**config.mk**
```make
export PLATFORM = sky130hd
export DESIGN_NAME = mac_dot_product_flat
export DESIGN_NICKNAME = d
export VERILOG_FILES = /design/src/rtl/mac_dot_product_if.sv /design/src/rtl/mac_dot_product.sv /design/src/flat_wrapper.sv
export SDC_FILE = /design/constraint.sdc
export NUM_CORES = 2
export LEC_CHECK = 0
export BUFFER_PORTS_ARGS = -buffer_cell sky130_fd_sc_hd__buf_4
export CAP_MARGIN = 20
export CORE_UTILIZATION = 50
export DETAILED_ROUTE_END_ITERATION = 16
export MAX_ROUTING_LAYER = met4
export PLACE_DENSITY = 0.69
export SLEW_MARGIN = 0
export SYNTH_ARGS = -nofsm -noshare
export SYNTH_HDL_FRONTEND = slang
export SYNTH_SLANG_ARGS = --single-unit
```
**constraint.sdc**
```tcl
create_clock -name clk_i -period 5.9 [get_ports clk_i]
set_input_delay 0 -clock clk_i [delete_from_list [all_inputs] [get_ports clk_i]]
set_output_delay 0 -clock clk_i [all_outputs]
set_load 0.03 [all_outputs]
```
**src/rtl/mac_dot_product_if.sv**
```systemverilog
// Sample-stream and result bus of the dot-product MAC engine.
// The master side feeds operands and abort requests; the slave side (the engine)
// returns the framed result, its overflow flag, a one-cycle strobe and busy status.
interface mac_dot_product_if #(
  parameter int A_W   = 24,
  parameter int B_W   = 18,
  parameter int ACC_W = 48
) ();
  logic                    valid_i;
  logic signed [A_W-1:0]   a_i;
  logic signed [B_W-1:0]   b_i;
  logic                    clear_i;
  logic signed [ACC_W-1:0] res_o;
  logic                    res_valid_o;
  logic                    ovf_o;
  logic                    busy_o;

  modport master (
    output valid_i, a_i, b_i, clear_i,
    input  res_o, res_valid_o, ovf_o, busy_o
  );

  modport slave (
    input  valid_i, a_i, b_i, clear_i,
    output res_o, res_valid_o, ovf_o, busy_o
  );
endinterface

```
**src/rtl/mac_dot_product.sv**
```systemverilog
// Pipelined signed multiply-accumulate engine producing one dot product per LEN
// valid samples. Stages: operand register, full-width product, accumulator.
// Overflow either saturates or wraps (SAT), and is reported per frame via a
// sticky flag. clear_i aborts the frame in progress without touching the last result.
module mac_dot_product #(
  parameter int A_W   = 24,
  parameter int B_W   = 18,
  parameter int ACC_W = 48,
  parameter int LEN   = 16,
  parameter int SAT   = 1
) (
  input  logic             clk_i,
  input  logic             rst_i,
  mac_dot_product_if.slave bus
);

  localparam int PROD_W = A_W + B_W;
  localparam int CNT_W  = (LEN > 1) ? $clog2(LEN) : 1;
  localparam logic [CNT_W-1:0]        CNT_LAST = CNT_W'(LEN - 1);
  localparam logic signed [ACC_W-1:0] ACC_MAX  = {1'b0, {(ACC_W-1){1'b1}}};
  localparam logic signed [ACC_W-1:0] ACC_MIN  = {1'b1, {(ACC_W-1){1'b0}}};

  if (ACC_W < A_W + B_W) begin : g_bad_acc_w
    $error("mac_dot_product: ACC_W must be at least A_W+B_W");
  end
  if (LEN < 1) begin : g_bad_len
    $error("mac_dot_product: LEN must be at least 1");
  end

  // The extended sum overflowed the accumulator when its two top bits disagree.
  function automatic logic sum_ovf(input logic signed [ACC_W:0] sum);
    return sum[ACC_W] ^ sum[ACC_W-1];
  endfunction

  // Clamp by the sign of the true sum in saturating mode, otherwise keep the low bits.
  function automatic logic signed [ACC_W-1:0] sat_wrap(input logic signed [ACC_W:0] sum);
    if (SAT != 0 && sum_ovf(sum)) begin
      return sum[ACC_W] ? ACC_MIN : ACC_MAX;
    end
    return sum[ACC_W-1:0];
  endfunction

  logic signed [A_W-1:0]    a_p0;
  logic signed [B_W-1:0]    b_p0;
  logic                     vld_p0;
  logic signed [PROD_W-1:0] prod_p1;
  logic                     vld_p1;
  logic signed [ACC_W-1:0]  acc_p2;
  logic [CNT_W-1:0]         cnt_p2;
  logic                     ovf_acc_p2;

  logic signed [ACC_W-1:0]  res;
  logic                     res_valid;
  logic                     ovf;

  logic                     first_p2;
  logic                     last_p2;
  logic signed [ACC_W-1:0]  acc_base;
  logic signed [ACC_W:0]    acc_sum;
  logic signed [ACC_W-1:0]  acc_next;
  logic                     ovf_next;

  // Operand and product registers: pure data, qualified by the valid bits below.
  always_ff @(posedge clk_i) begin
    // S1: capture operands
    a_p0    <= bus.a_i;
    b_p0    <= bus.b_i;
    // S2: full-precision signed product
    prod_p1 <= PROD_W'(a_p0) * PROD_W'(b_p0);
  end

  // Accumulator input: a new frame starts from zero and drops the previous sticky flag.
  always_comb begin
    first_p2 = (cnt_p2 == '0);
    last_p2  = (cnt_p2 == CNT_LAST);
    acc_base = first_p2 ? '0 : acc_p2;
    acc_sum  = (ACC_W+1)'(acc_base) + (ACC_W+1)'(prod_p1);
    acc_next = sat_wrap(acc_sum);
    ovf_next = (first_p2 ? 1'b0 : ovf_acc_p2) | sum_ovf(acc_sum);
  end

  // Valid pipeline, frame counter, accumulator and result registers.
  always_ff @(posedge clk_i) begin
    if (rst_i) begin
      vld_p0     <= 1'b0;
      vld_p1     <= 1'b0;
      cnt_p2     <= '0;
      acc_p2     <= '0;
      ovf_acc_p2 <= 1'b0;
      res        <= '0;
      res_valid  <= 1'b0;
      ovf        <= 1'b0;
    end else begin
      res_valid <= 1'b0;
      if (bus.clear_i) begin
        vld_p0     <= 1'b0;
        vld_p1     <= 1'b0;
        cnt_p2     <= '0;
        acc_p2     <= '0;
        ovf_acc_p2 <= 1'b0;
      end else begin
        // S1/S2: valid travels with the data
        vld_p0 <= bus.valid_i;
        vld_p1 <= vld_p0;
        // S3: accumulate, and publish the result on the last product of the frame
        if (vld_p1) begin
          acc_p2     <= acc_next;
          ovf_acc_p2 <= ovf_next;
          if (last_p2) begin
            cnt_p2    <= '0;
            res       <= acc_next;
            ovf       <= ovf_next;
            res_valid <= 1'b1;
          end else begin
            cnt_p2 <= cnt_p2 + CNT_W'(1);
          end
        end
      end
    end
  end

  assign bus.res_o       = res;
  assign bus.res_valid_o = res_valid;
  assign bus.ovf_o       = ovf;
  assign bus.busy_o      = (cnt_p2 != '0) | vld_p0 | vld_p1;

endmodule

```
**src/flat_wrapper.sv**
```systemverilog
// flat-port wrapper written by rule: the top's interface ports become plain ports
module mac_dot_product_flat 
#(
  parameter int A_W   = 24,
  parameter int B_W   = 18,
  parameter int ACC_W = 48,
  parameter int LEN   = 16,
  parameter int SAT   = 1
)
  (clk_i, rst_i, bus_valid_i, bus_a_i, bus_b_i, bus_clear_i, bus_res_o, bus_res_valid_o, bus_ovf_o, bus_busy_o);
  mac_dot_product_if #(.A_W(A_W), .B_W(B_W), .ACC_W(ACC_W)) bus_i ();
  input  logic clk_i;
  input  logic rst_i;
  input wire logic [$bits(bus_i.valid_i)-1:0] bus_valid_i;
  input wire logic [$bits(bus_i.a_i)-1:0] bus_a_i;
  input wire logic [$bits(bus_i.b_i)-1:0] bus_b_i;
  input wire logic [$bits(bus_i.clear_i)-1:0] bus_clear_i;
  output wire logic [$bits(bus_i.res_o)-1:0] bus_res_o;
  output wire logic [$bits(bus_i.res_valid_o)-1:0] bus_res_valid_o;
  output wire logic [$bits(bus_i.ovf_o)-1:0] bus_ovf_o;
  output wire logic [$bits(bus_i.busy_o)-1:0] bus_busy_o;
  assign bus_i.valid_i = bus_valid_i;
  assign bus_i.a_i = bus_a_i;
  assign bus_i.b_i = bus_b_i;
  assign bus_i.clear_i = bus_clear_i;
  assign bus_res_o = bus_i.res_o;
  assign bus_res_valid_o = bus_i.res_valid_o;
  assign bus_ovf_o = bus_i.ovf_o;
  assign bus_busy_o = bus_i.busy_o;
  mac_dot_product #(.A_W(A_W), .B_W(B_W), .ACC_W(ACC_W), .LEN(LEN), .SAT(SAT)) u_core (.clk_i(clk_i), .rst_i(rst_i), .bus(bus_i));
endmodule
```
==> metrics.txt <==
Worst-Margin Slew between 1000 and 1500 ps; H-tree levels 4; Core Util, Final between 60% and 70%; Crit Path Category register to register; CTS tree done; status complete, but fails checks; data arrival time of the critical path 6520 ps; share of cells above drive strength 1 between 10% and 20%; worst hold path class primary input to register; Final min period around 6100 ps; Seq/Total Area, Yosys 15.85%; RSZ-0062 raised after global routing yes; largest area contributor in the netlist fa_1; Worst-path clk slew ~80 ps; failing checks DRC, setup timing; Final setup viols 10; IO Pins slightly below 100; Layout Area Growth over Synthesis 21.50%; fin area slightly below 30,000 sq um; Mapped Area approximately 24,000 sq um; relative slew slack between 30% and 40%; Critical Path RT between 6000 and 7000 ps; clk sinks around 190; Clock Tree Buf Depth 2; drt pass-1 iters 11; Top FF cell, synth dfxtp_1; Die ar. a little under 50,000 sq um; vias in the first global route around 20,000; dpl ws -503.6 ps; syn nets 3,342; post-synth top area share 35.73%; HPWL after DPL roughly 48,000 um; wire per inst about 17 um; clk_lat worst skew around 500 ps; Yosys reg bits roughly 190; Hold Vio Cnt, Final 0; Distinct cells, synth 64; Slew Viols, Final 0; Site Rows 79; CP startpoint kind register; RR Endpoint u_core.prod_p1[36]; most frequent cells after synthesis 519 x inv_1, 426 x fa_1, 328 x nand2_1, 206 x and2_1, 189 x dfxtp_1; WL final roughly 60,000 um; synth top area cells fa_1 36%, dfxtp_1 16%, inv_1 8.2%; clock root buffer clkbuf_16; post-route ant nets 0; cell count after synthesis roughly 2,700; top-count cell post-synth inv_1; hold path depth 2; worst r2r path cells 24; # DRC 8; Post-synth ARST share 0%; Num CTS Buffers 17; placed inst area 26,720 sq um; Vias per Instance 5.249; GPL Wtd Cong a little over 0.9; r2r startpoint u_core.b_p0[6]; first-pass GRT wire length slightly above 100,000 um; global route total overflow 0; Final period util 103.5%; Synth Warn # 0; initial drt markers 1,120; Vias 19,033; Peak Freq roughly 160 MHz; filler cell count 3,880; Core Area around 47,000 sq um; crit-path max FO 8; # port buffers 96; final non-filler cell total around 3,600; die width between 200 and 250 um; Net count, final roughly 3,600; skew final about 20 ps; initial antenna violation count 1; hold path start rst_i; Total Routing Usage GR approximately 28%; CP Capture Type register; DIE HEIGHT between 200 and 250 um; placed cells 3,486; max-cap check violation count 0; syn_area_per_cell approximately 8.8 sq um; Post-synth EDFFs 0; hold path endpoint u_core.bus.res_o[25]; Initial Utilization a little over 50%; R2R Setup Slk -210 ps; largest net degree at the start of global routing 101; PnR worst setup slack -206.0 ps
==> sequential cells by signal (all words and copies together) (netlist names) <==
name	flops
u_core.bus.ovf_o	1
u_core.vld_p0	1
u_core.vld_p1	1
u_core.b_p0	18
u_core.cnt_p2	4
u_core.bus.res_o	48
u_core.ovf_acc_p2	1
u_core.bus.res_valid_o	1
u_core.prod_p1	42
u_core.acc_p2	48
u_core.a_p0	24
==> per-stage QoR <==
stage | TNS [ps] | hold WS, ps
floorplan | -35.48 | 27.72
global placement | -2180 | 104.3
detailed placement | -3307 | 105.4
CTS | -757.9 | 7.153
global route | -3831 | 59.47
finish | -1448 | 44.61
==> layout make-up <==
type	count	area [sq um]	share of cell area, %
timing repair buffer	404	3615	12.46
antenna	1	2.502	0.008629
clock buffer	17	425.4	1.467
sequential	189	3875	13.36
tap	607	759.5	2.619
inverter	519	1948	6.718
multi-input combinational	1874	18180	62.70
clock inverter	15	191.4	0.6601
==> metal layers <==
layer | global-route usage, % | up-vias | part of all wire [%]
li1 | - | 8979 | -
met1 | 36.03 | 9414 | 44
met2 | 44.05 | 564 | 48
met3 | 5.402 | 76 | 6.4
met4 | 6.941 | 0 | 1.6
met5 | - | - | 0
==> worst max-delay path: stages (launching register included) <==
cell and delay [ps]:
dfxtp_4 380, buf_6 120, buf_12 120, and2_4 150, fa_1 520, inv_1 50, fa_1 460, fa_1 530
inv_2 40, fa_1 480, fa_1 490, inv_1 50, fa_1 530, inv_2 60, ha_4 220, buf_4 130
nand4_1 90, nor2_2 60, a221o_1 310, a41o_1 250, a22o_1 240, a221oi_4 310, o21bai_1 110, a21oi_1 180
xnor2_1 150
==> worst max path at each step <==
stage	startpoint	slack [ps]	to	depth (start not counted)
4_1_cts	u_core.a_p0[9]	-170	u_core.prod_p1[36]	22
6_report	u_core.b_p0[6]	-210	u_core.prod_p1[36]	24
3_5_place_dp	u_core.b_p0[3]	-500	u_core.prod_p1[41]	25
2_1_floorplan	u_core.a_p0[15]	-40	u_core.prod_p1[36]	25
3_3_place_gp	u_core.b_p0[3]	-390	u_core.prod_p1[41]	25
5_1_grt	u_core.a_p0[8]	-420	u_core.prod_p1[37]	23
==> timing repair <==
item | in CTS | in global routing
hold buffers | 45 | 0
pin swaps | 58 | 81
cloned | 1 | 0
gates resized for setup | 130 | 102
endpoints found under the setup margin | 13 | 17
buffers inserted | 45 | 22
endpoints found under the hold margin | 61 | 0
==> cells by family after synthesis <==
logic type                 after synthesis  share of synthesized area, %
DFF                                    189                         15.85
AOI/OAI and AO/OA                      442                         11.34
buffers and inverters                  652                         10.47
and+or+nand+nor                        766                         15.34
adders and majority gates              581                         43.85
muxes                                    3                        0.1310
xor gates and xnor gates                82                         3.009
==> cell usage in the layout (no fill, tap or decap), types with 6 or more instances in the layout <==
cell / instances
a21oi_2: 14
o211ai_1: 7
dfxtp_1: 154
fa_2: 20
buf_4: 300
clkbuf_16: 17
nand3_1: 18
nor2_2: 7
a21o_1: 28
nor2b_1: 24
dfxtp_4: 19
inv_2: 29
and3_1: 9
nand2b_1: 20
fa_1: 406
o21bai_1: 9
nand2_1: 303
a21oi_1: 163
o21ai_0: 87
nor2_1: 109
inv_1: 490
dlygate4sd3_1: 45
nor3_1: 8
ha_4: 13
o21a_1: 12
or3_1: 6
a211oi_1: 57
nand2_2: 19
and2_1: 194
ha_1: 138
buf_12: 26
a31oi_1: 13
clkinv_8: 6
buf_6: 31
xor2_1: 27
and2_4: 12
xnor2_1: 52
nand4_1: 12
nand2_4: 7
dfxtp_2: 16
Power is left out: the tool's default activity adds up to more than one toggle a clock period on the data nets, which glitch-free logic cannot reach.
